--- config.mk ---
export PLATFORM = sky130hd
export DESIGN_NAME = ex_muldiv_unit
export DESIGN_NICKNAME = d
export VERILOG_FILES = /design/src/rtl/riscv_pkg.sv /design/src/rtl/mdu_sign_ctrl.sv /design/src/rtl/ex_muldiv_unit.sv
export SDC_FILE = /design/constraint.sdc
export NUM_CORES = 1
export LEC_CHECK = 0
export BUFFER_PORTS_ARGS = -buffer_cell sky130_fd_sc_hd__buf_2
export CAP_MARGIN = 20
export CORE_ASPECT_RATIO = 0.5
export CORE_UTILIZATION = 55
export DETAILED_ROUTE_END_ITERATION = 10
export PLACE_DENSITY = 0.69
export SLEW_MARGIN = 15
export SYNTH_ARGS = -nofsm -noshare
export SYNTH_HDL_FRONTEND = slang
export SYNTH_SLANG_ARGS = --single-unit
--- constraint.sdc ---
create_clock -name clk -period 6.4 [get_ports clk]
set_clock_uncertainty 0.1 [all_clocks]
set_input_delay 0.96 -clock clk [delete_from_list [all_inputs] [get_ports clk]]
set_output_delay 0.96 -clock clk [all_outputs]
set_load 0.02 [all_outputs]
--- src/rtl/riscv_pkg.sv ---
// Shared RV32M encodings, FSM state type and opcode decode helpers for the EX-stage multiply/divide unit.
package riscv_pkg;

  localparam logic [4:0] ALU_MUL    = 5'b10000;
  localparam logic [4:0] ALU_MULH   = 5'b10001;
  localparam logic [4:0] ALU_MULHSU = 5'b10010;
  localparam logic [4:0] ALU_MULHU  = 5'b10011;
  localparam logic [4:0] ALU_DIV    = 5'b10100;
  localparam logic [4:0] ALU_DIVU   = 5'b10101;
  localparam logic [4:0] ALU_REM    = 5'b10110;
  localparam logic [4:0] ALU_REMU   = 5'b10111;

  typedef enum logic [1:0] {
    IDLE = 2'd0,
    CALC = 2'd1,
    DONE = 2'd2
  } muldiv_state_t;

  function automatic logic is_mdu_op(input logic [4:0] op);
    return op[4:3] == 2'b10;
  endfunction

  function automatic logic is_div_op(input logic [4:0] op);
    return op[2];
  endfunction

  function automatic logic is_rem_op(input logic [4:0] op);
    return op[2] & op[1];
  endfunction

endpackage

--- src/rtl/mdu_sign_ctrl.sv ---
// Sign handling for the iterative multiply/divide unit: operand magnitudes on entry and
// the final sign fix-up / result selection from the unsigned accumulator.
module mdu_sign_ctrl
  import riscv_pkg::*;
#(
  parameter int XLEN = 32
) (
  input  logic [4:0]        i_op,
  input  logic [XLEN-1:0]   i_a,
  input  logic [XLEN-1:0]   i_b,
  output logic [XLEN-1:0]   o_a_mag,
  output logic [XLEN-1:0]   o_b_mag,
  output logic              o_neg,
  input  logic [4:0]        i_res_op,
  input  logic              i_res_neg,
  input  logic [2*XLEN-1:0] i_acc,
  output logic [XLEN-1:0]   o_result
);

  logic              w_a_signed;
  logic              w_b_signed;
  logic              w_a_neg;
  logic              w_b_neg;
  logic [2*XLEN-1:0] w_prod;
  logic [XLEN-1:0]   w_div_raw;
  logic [XLEN-1:0]   w_div_fix;

  // MULHSU treats only rs1 as signed; the *U ops treat neither as signed.
  always_comb begin
    w_a_signed = (i_op != ALU_MULHU) && (i_op != ALU_DIVU) && (i_op != ALU_REMU);
    w_b_signed = w_a_signed && (i_op != ALU_MULHSU);
    w_a_neg    = w_a_signed & i_a[XLEN-1];
    w_b_neg    = w_b_signed & i_b[XLEN-1];
    o_a_mag    = w_a_neg ? -i_a : i_a;
    o_b_mag    = w_b_neg ? -i_b : i_b;
    o_neg      = is_rem_op(i_op) ? w_a_neg : (w_a_neg ^ w_b_neg);
  end

  // NOTE: every output of a combinational block is assigned on every path first, so no latch is inferred.
  always_comb begin
    w_prod    = i_res_neg ? -i_acc : i_acc;
    w_div_raw = is_rem_op(i_res_op) ? i_acc[2*XLEN-1:XLEN] : i_acc[XLEN-1:0];
    w_div_fix = i_res_neg ? -w_div_raw : w_div_raw;
    o_result  = w_div_fix;
    if (!is_div_op(i_res_op)) begin
      o_result = (i_res_op == ALU_MUL) ? w_prod[XLEN-1:0] : w_prod[2*XLEN-1:XLEN];
    end
  end

endmodule

--- src/rtl/ex_muldiv_unit.sv ---
// Iterative RV32M multiply/divide unit for the EX stage: shift-add multiply, restoring divide,
// one bit per cycle, stalling the front of the pipe until the result is ready.
module ex_muldiv_unit
  import riscv_pkg::*;
#(
  parameter int XLEN = 32
) (
  input  logic            clk,
  input  logic            reset,
  input  logic            start_i,
  input  logic            flush_i,
  input  logic            hold_i,
  input  logic [4:0]      alu_op_i,
  input  logic [XLEN-1:0] operand_a_i,
  input  logic [XLEN-1:0] operand_b_i,
  output logic [XLEN-1:0] result_o,
  output logic            result_valid_o,
  output logic            stall_o
);

  localparam int              CNT_W = $clog2(XLEN) + 1;
  localparam logic [XLEN-1:0] SMIN  = {1'b1, {(XLEN-1){1'b0}}};

  muldiv_state_t     r_state;
  logic [4:0]        r_op;
  logic              r_neg;
  logic [XLEN-1:0]   r_opnd;
  logic [2*XLEN-1:0] r_acc;
  logic [CNT_W-1:0]  r_cnt;
  logic [XLEN-1:0]   r_result;
  logic              r_valid;

  logic              w_start;
  logic              w_div_zero;
  logic              w_ovf;
  logic              w_special;
  logic [XLEN-1:0]   w_special_res;
  logic [XLEN-1:0]   w_a_mag;
  logic [XLEN-1:0]   w_b_mag;
  logic              w_neg;
  logic [XLEN-1:0]   w_fixed;
  logic [CNT_W-1:0]  w_cnt_next;
  logic [XLEN:0]     w_mul_sum;
  logic [XLEN:0]     w_rem_sh;
  logic [XLEN:0]     w_diff;
  logic              w_qbit;
  logic [2*XLEN-1:0] w_acc_next;

  assign w_start        = start_i & ~flush_i & is_mdu_op(alu_op_i);
  assign stall_o        = reset & (((r_state == IDLE) & w_start) | (r_state == CALC));
  assign result_o       = r_result;
  assign result_valid_o = r_valid;
  assign w_cnt_next     = r_cnt + CNT_W'(1);

  // Divide-by-zero and signed overflow are answered directly, skipping the iteration.
  always_comb begin
    w_div_zero = is_div_op(alu_op_i) && (operand_b_i == '0);
    w_ovf      = ((alu_op_i == ALU_DIV) || (alu_op_i == ALU_REM)) &&
                 (operand_a_i == SMIN) && (operand_b_i == '1);
    w_special  = w_div_zero | w_ovf;
    if (w_div_zero) begin
      w_special_res = is_rem_op(alu_op_i) ? operand_a_i : '1;
    end else begin
      w_special_res = is_rem_op(alu_op_i) ? '0 : SMIN;
    end
  end

  // Multiply keeps {partial, multiplier} in r_acc; divide keeps {remainder, quotient}.
  always_comb begin
    w_mul_sum  = {1'b0, r_acc[2*XLEN-1:XLEN]} + (r_acc[0] ? {1'b0, r_opnd} : '0);
    w_rem_sh   = r_acc[2*XLEN-1:XLEN-1];
    w_diff     = w_rem_sh - {1'b0, r_opnd};
    w_qbit     = ~w_diff[XLEN];
    w_acc_next = is_div_op(r_op)
               ? {(w_qbit ? w_diff[XLEN-1:0] : w_rem_sh[XLEN-1:0]), r_acc[XLEN-2:0], w_qbit}
               : {w_mul_sum, r_acc[XLEN-1:1]};
  end

  mdu_sign_ctrl #(.XLEN(XLEN)) u_sign_ctrl (
    .i_op      (alu_op_i),
    .i_a       (operand_a_i),
    .i_b       (operand_b_i),
    .o_a_mag   (w_a_mag),
    .o_b_mag   (w_b_mag),
    .o_neg     (w_neg),
    .i_res_op  (r_op),
    .i_res_neg (r_neg),
    .i_acc     (w_acc_next),
    .o_result  (w_fixed)
  );

  // NOTE: datapath registers are reset along with the FSM so result_o is a known 0 out of reset.
  always_ff @(posedge clk or negedge reset) begin
    if (!reset) begin
      r_state  <= IDLE;
      r_op     <= '0;
      r_neg    <= 1'b0;
      r_opnd   <= '0;
      r_acc    <= '0;
      r_cnt    <= '0;
      r_result <= '0;
      r_valid  <= 1'b0;
    end else if (flush_i) begin
      // NOTE: state updates use non-blocking assignments so every register sees pre-edge values.
      r_state <= IDLE;
      r_valid <= 1'b0;
      r_cnt   <= '0;
    end else begin
      case (r_state)
        IDLE: begin
          if (w_start) begin
            if (w_special) begin
              r_state  <= DONE;
              r_result <= w_special_res;
              r_valid  <= 1'b1;
            end else begin
              r_state <= CALC;
              r_op    <= alu_op_i;
              r_neg   <= w_neg;
              r_opnd  <= is_div_op(alu_op_i) ? w_b_mag : w_a_mag;
              r_acc   <= {{XLEN{1'b0}}, (is_div_op(alu_op_i) ? w_a_mag : w_b_mag)};
              r_cnt   <= '0;
            end
          end
        end
        CALC: begin
          r_acc <= w_acc_next;
          r_cnt <= w_cnt_next;
          if (w_cnt_next == CNT_W'(XLEN)) begin
            r_state  <= DONE;
            r_result <= w_fixed;
            r_valid  <= 1'b1;
          end
        end
        DONE: begin
          if (!hold_i) begin
            r_state <= IDLE;
            r_valid <= 1'b0;
          end
        end
        default: begin
          r_state <= IDLE;
          r_valid <= 1'b0;
        end
      endcase
    end
  end

  a_start_is_mdu_op: assert property (
    @(posedge clk) disable iff (!reset)
    (start_i && !flush_i && (r_state == IDLE)) |-> is_mdu_op(alu_op_i)
  );

endmodule

; After elaboration in Yosys (flattened, before gate mapping)
; Cells that the tools add are included.
[totals]
wordCells = 107
reg_bits = 143
[op_classes]
add_sub_neg = 7
n_bitwise = 14
mux = 39
eq_ne = 22
n_reduce_logical = 17
[op_table]
columns = operator, count
row1 = 2-to-1 mux 32 bit, 16
row2 = 2-to-1 mux 64 bit, 4
row3 = case mux 64 bit (2 select lines), 1
row4 = negator 32 bit, 3
row5 = equality test 32 bit (second input constant), 2
row6 = negator 64 bit, 1
row7 = case mux 32 bit (2 select lines), 1
row8 = adder 32 x 32 -> 33 bit, 1
row9 = subtractor 33 x 32 -> 33 bit, 1
row10 = logical NOT 32 bit, 1
row11 = inequality test 5 bit (second input constant), 4
row12 = 2-to-1 mux 6 bit, 3
row13 = equality test 5 bit (second input constant), 3
row14 = inequality test 3 bit (second input constant), 4
row15 = case mux 6 bit (2 select lines), 1
row16 = AND reduction 4 bit, 3
row17 = 2-to-1 mux 2 bit, 5
row18 = bitwise AND 1 bit, 8
row19 = adder 6 x 1 -> 6 bit (second input constant), 1
row20 = equality test 6 bit (second input constant), 1
row21 = logical AND 1 bit, 6
row22 = 2-to-1 mux 1 bit, 6
row23 = inequality test 2 bit (second input constant), 3
row24 = case mux 2 bit (3 select lines), 1
row25 = 14 further kinds, 19

; Logic depth before layout (Yosys ltp)
[depth]
word_depth = 10
mapped_depth = 25
ltp_nobuf = 24

; By module
; Synthesis repeated with hierarchy kept, for this count alone.
[hier_totals]
hier_cells = 2214
area_unflattened_um2 = 17055.1
[by_module_without_submodules]
columns = mod, area_each_um2, cells_each, instances, seq_area_each_um2
row1 = ex_muldiv_unit, 11633.7, 1404, 1, 3578.4
row2 = mdu_sign_ctrl, 5421.4, 810, 1, 0.0

; Worst setup path before layout
; Ideal clock, no wire load.
[synth_path]
path_kind = register to register
start = register r_op[2]
end = register r_result[30] (netlist: result_o[30])
required_ns = 6.179
path_slack_ns = 1.102
path_buffers = 11
setup_ns = 0.121
stages_incl_launch_ff = 22
arrival_time_ns = 5.077
path_cell_list = dfrtp_1 > buf_2 > buf_4 > buf_2 > buf_1 > clkbuf_1 > clkbuf_1 > buf_1 > buf_2 > buf_2 > buf_1 > clkbuf_1 > mux2i_1 > ha_1 > nand3_1 > a31o_2 > nor4_4 > nand4_1 > o21ai_1 > xnor2_1 > a221o_1 > a22o_1
[synth_between]
elab_chain_len = 7
word_cells_on_any_way = 12
[synth_lines]
columns = element, line_no
row1 = start: declaration, ex_muldiv_unit.sv:25  ; logic [4:0] r_op;
row2 = start signal: assignment, ex_muldiv_unit.sv:118  ; r_op <= alu_op_i;
row3 = 2-to-1 mux 64 bit / bitwise AND 1 bit (equally long branches), "ex_muldiv_unit.sv:75, riscv_pkg.sv:28"
row4 = negator 64 bit / 2-to-1 mux 32 bit (equally long branches), "mdu_sign_ctrl.sv:41, mdu_sign_ctrl.sv:42"
row5 = 2-to-1 mux 64 bit / negator 32 bit (equally long branches), "mdu_sign_ctrl.sv:41, mdu_sign_ctrl.sv:43"
row6 = "2-to-1 mux 32 bit, on equally long branches", "mdu_sign_ctrl.sv:46, mdu_sign_ctrl.sv:43"
row7 = 2-to-1 mux 32 bit *, mdu_sign_ctrl.sv:45  ; if (!is_div_op(i_res_op)) begin
row8 = 2-to-1 mux 32 bit *, ex_muldiv_unit.sv:129  ; if (w_cnt_next == CNT_W'(XLEN)) begin
row9 = case mux 32 bit (2 select lines) *, ex_muldiv_unit.sv:109  ; case (r_state)
row10 = end signal: assignment, ex_muldiv_unit.sv:114  ; r_result <= w_special_res;
row11 = end signal: assignment, ex_muldiv_unit.sv:131  ; r_result <= w_fixed;
row12 = end: declaration, ex_muldiv_unit.sv:30  ; logic [XLEN-1:0] r_result;
; Every way passes the cells marked *; elsewhere a longest branch is shown, timed or not. The select of a mux whose other input is x is not followed.
; A chain may end at the register's enable or synchronous reset.

; Worst setup path after layout
[layout_path]
start = register r_acc[31]
end = register r_result[14] (netlist: result_o[14])
[layout_between]
elab_chain_len = 9
word_cells_on_any_way = 13
[layout_lines]
columns = element, line_no
row1 = start: declaration, ex_muldiv_unit.sv:28  ; logic [2*XLEN-1:0] r_acc;
row2 = start signal: assignment, ex_muldiv_unit.sv:121  ; r_acc <= {{XLEN{1'b0}}, (is_div_op(alu_op_i) ? w_a_mag : w_b_mag)};
row3 = start signal: assignment, ex_muldiv_unit.sv:127  ; r_acc <= w_acc_next;
row4 = subtractor 33 x 32 -> 33 bit, ex_muldiv_unit.sv:72  ; w_diff = w_rem_sh - {1'b0, r_opnd};
row5 = 2-to-1 mux 32 bit / NOT 1 bit (equally long branches), "ex_muldiv_unit.sv:75, ex_muldiv_unit.sv:73"
row6 = 2-to-1 mux 64 bit *, ex_muldiv_unit.sv:75  ; ? {(w_qbit ? w_diff[XLEN-1:0] : w_rem_sh[XLEN-1:0]), r_acc[XLEN-2:0], w_qbit}
row7 = negator 64 bit / 2-to-1 mux 32 bit (equally long branches), "mdu_sign_ctrl.sv:41, mdu_sign_ctrl.sv:42"
row8 = 2-to-1 mux 64 bit / negator 32 bit (equally long branches), "mdu_sign_ctrl.sv:41, mdu_sign_ctrl.sv:43"
row9 = "2-to-1 mux 32 bit, on equally long branches", "mdu_sign_ctrl.sv:46, mdu_sign_ctrl.sv:43"
row10 = 2-to-1 mux 32 bit *, mdu_sign_ctrl.sv:45
row11 = 2-to-1 mux 32 bit *, ex_muldiv_unit.sv:129
row12 = case mux 32 bit (2 select lines) *, ex_muldiv_unit.sv:109
; Marks and branches as above.

==> metrics.md <==
| Metric | Value |
|---|---|
| CTS Root Cell | `clkbuf_16` |
| Hold Path Class | `input port to asynchronous set/reset pin` |
| Power per Cell Area | `559 nW/um^2` |
| IR drop worst, VDD | `0.000248 V` |
| Pleak | `8.13 nW` |
| Setup CP Type | `flop to flop` |
| Drt initial violations | `3360` |
| CTS Buffer Depth | `2` |
| CP delay by family, top | `simple AND/OR/NAND/NOR gates` |
| Clk Latency, worst-skew pair | `0.47 ns` |
| Crit path launch | `r_acc[31]` |
| RSZ-0062 raised after global routing | `false` |
| IO Port Bufs | `107` |
| Vias per cell | `6.89` |
| CTS buffer count | `17` |
| Startpoint Class | `flop` |
| Post-synthesis area per instance | `7.14 sq um` |
| Syn_nets | `2597` |
| Routed via count | `20277` |
| Cell taking the most area after synthesis | `dfrtp_1` |
| Die Y-Extent | `128 um` |
| Post-synth top area share | `20.5%` |
| Yosys cell types | `93` |
| Die area | `32600 sq um` |
| Tot GR Track Use | `47.8%` |
| Sequential power share | `15.7%` |
| Initial Util | `56.8%` |
| Final setup violation count | `0` |
| Final core occ | `62.5%` |
| CP Buf/Inv Count | `4` |
| Finished Layout Cells | `2943` |
| Max Clk Rate | `166 MHz` |
| Number of synthesized flops with an enable pin | `0` |
| Routed WL | `78.4 mm` |
| Seq cells post-synth | `143` |
| Count of final hold-check violations | `0` |
| Data required time of the critical path | `6.61 ns` |
| Mapped Area | `17500 sq um` |
| Switching power | `6.32 mW` |
| TNS Setup | `0 ns` |
| Switching Share | `58.8%` |
| Worst-path fanout max | `5` |
| # DRC | `0` |
| Crit path capture type | `flop` |
| Final period util | `94.4%` |
| Post-DP HPWL | `60.9 mm` |
| CP max stage cell | `o21ai_0` |
| Final Max Tran Viols | `0` |
| CTS tree | `built` |
| CTS H-tree depth | `4` |
| WL per Instance | `26.6 um` |
| Largest net degree at the start of global routing | `89` |
| Slew headroom | `19.7%` |
| Internal power | `4.43 mW` |
| Register area | `3580 sq um` |
| Sequential share of the synthesized area | `20.5%` |
| Worst slack, placed | `0.0827 ns` |
| Clk pwr share | `9.9%` |
| Comb power frac | `74.4%` |
| Worst-margin pin slew | `1.20 ns` |
| Diode count | `0` |
| Status | `completed` |
| Placer Congestion | `1.09` |
| Row count | `45` |
| Maxcap violations | `0` |
| Crit path largest cell delay | `0.52 ns` |
| Post-DRT Antenna Nets | `0` |
| Fin crit period | `6.04 ns` |
| Area Overhead vs Synth | `10.1%` |
| GRT overflow | `0` |
| Core Footprint | `30800 sq um` |
| CP arrival | `6.25 ns` |
| Area occupied by multi-input gates | `13100 sq um` |
| CTS clk-pin slew, worst paths | `0.07 ns` |
| Initial antenna violation count | `7` |
| Mapped Cells | `2451` |
| Clock sinks | `143` |
| Post-synth top cells | `nand2_1 (277), nor2_1 (253), o21ai_0 (250)` |
| Post-route worst setup slack | `0.360 ns` |
| Share of flip-flops with an asynchronous set or reset | `100%` |
| Fraction of layout cells with a size suffix above 1 | `12.1%` |
| Number of primary I/O pins | `108` |
| Router iterations before antenna repair | `6` |
| Most frequent cell after synthesis | `nand2_1` |
| Synth area leaders | `dfrtp_1 (20%), o21ai_0 (7.2%), a21oi_1 (6.3%), nand2_1 (5.9%), nor2_1 (5.4%)` |
| Main flop type after synthesis | `dfrtp_1` |
| Syn. warnings | `0` |
| # fillers | `2944` |
| RR Startpoint | `r_acc[31]` |
| Cells after DPL | `2909` |
| Die Width | `254 um` |
| Vias in the first global route | `17401` |
| Final nets | `2653` |
| First-pass GRT wire length | `114 mm` |
[power groups by stage]
stage                     Clock, mW  Combinational, mW  Sequential, mW
after floorplan                   0               5.00            1.52
after global placement            0               7.48            1.65
after detailed placement          0               7.44            1.66
after CTS                      1.06               7.50            1.65
after global routing           1.09               8.35            1.71
final                          1.06               8.00            1.69
[cell families (layout without fill, tap and decap cells)]
logic type               Yosys count  after routing  synth area share [%]
AND/OR/NAND/NOR                  928            928                  25.6
AO/OA/AOI/OAI                    845            845                  30.9
buffers and inverters            223            292                  5.17
XOR/XNOR                         169            169                  8.46
flip-flops                       143            143                  20.5
adder cells (fa/ha/maj)           72             72                  5.24
multiplexers                      71             71                  4.20
[layout make-up]
| cell class | count | share of cell area, % |
|---|---|---|
| timing repair buffer | 194 | 6.35 |
| sequential | 143 | 18.6 |
| clock inverter | 11 | 0.689 |
| clock buffer | 21 | 2.39 |
| multi-input combinational | 2085 | 67.9 |
| tap | 423 | 2.75 |
| inverter | 66 | 1.29 |
[layer usage]
metal  GRT usage (%)  wire length, um
met1            69.7            33700
met2            59.0            28200
met3            26.5            14600
met4            9.92             1740
met5               0               91
[flip-flops by register name, summed over array words and instances (netlist names)]
signal	count
r_neg	1
r_cnt	6
r_acc	64
r_state	2
r_op	5
result_valid_o	1
result_o	32
r_opnd	32
[what timing repair did]
action,CTS,global route
buffers inserted,0,2
hold buffers,0,0
gates resized for setup,0,8
setup endpoints to repair,0,13
[stage by stage]
step	cell area (sq um)	hold slack (ns)	power, mW
6_report	19200	0.286	10.8
5_1_grt	19200	0.319	11.1
4_1_cts	19200	0.291	10.2
3_5_place_dp	18600	0.381	9.10
3_3_place_gp	18600	0.370	9.13
2_1_floorplan	17500	0.355	6.52
[path summary, 6_finish.rpt]
path	endpoint	slack (ns)	cells past startpoint
setup / recovery	result_o[14]	0.36	25
hold / removal	r_cnt[5]	0.29	1
setup reg to reg	result_o[14]	0.36	25
hold reg to reg	result_o[13]	0.40	2
max in group asynchronous	r_acc[56]	4.71	2
min in group clk	result_o[13]	0.40	2
[layout by cell type, fill, tap and decap left out, types with 33 or more instances in the layout]
master	count
nor2_1	251
dfrtp_1	141
nor3_1	77
a21oi_1	218
o21ai_0	249
nand4_1	34
buf_4	86
xnor2_1	101
nand3_1	49
mux2i_1	52
and2_1	58
xor2_1	68
nor4_1	36
a211oi_1	37
a31oi_1	38
inv_1	63
o211ai_1	33
buf_2	105
a21o_1	36
nand2_1	276
ha_1	69
No activity file was read; power rests on OpenSTA's default activity.
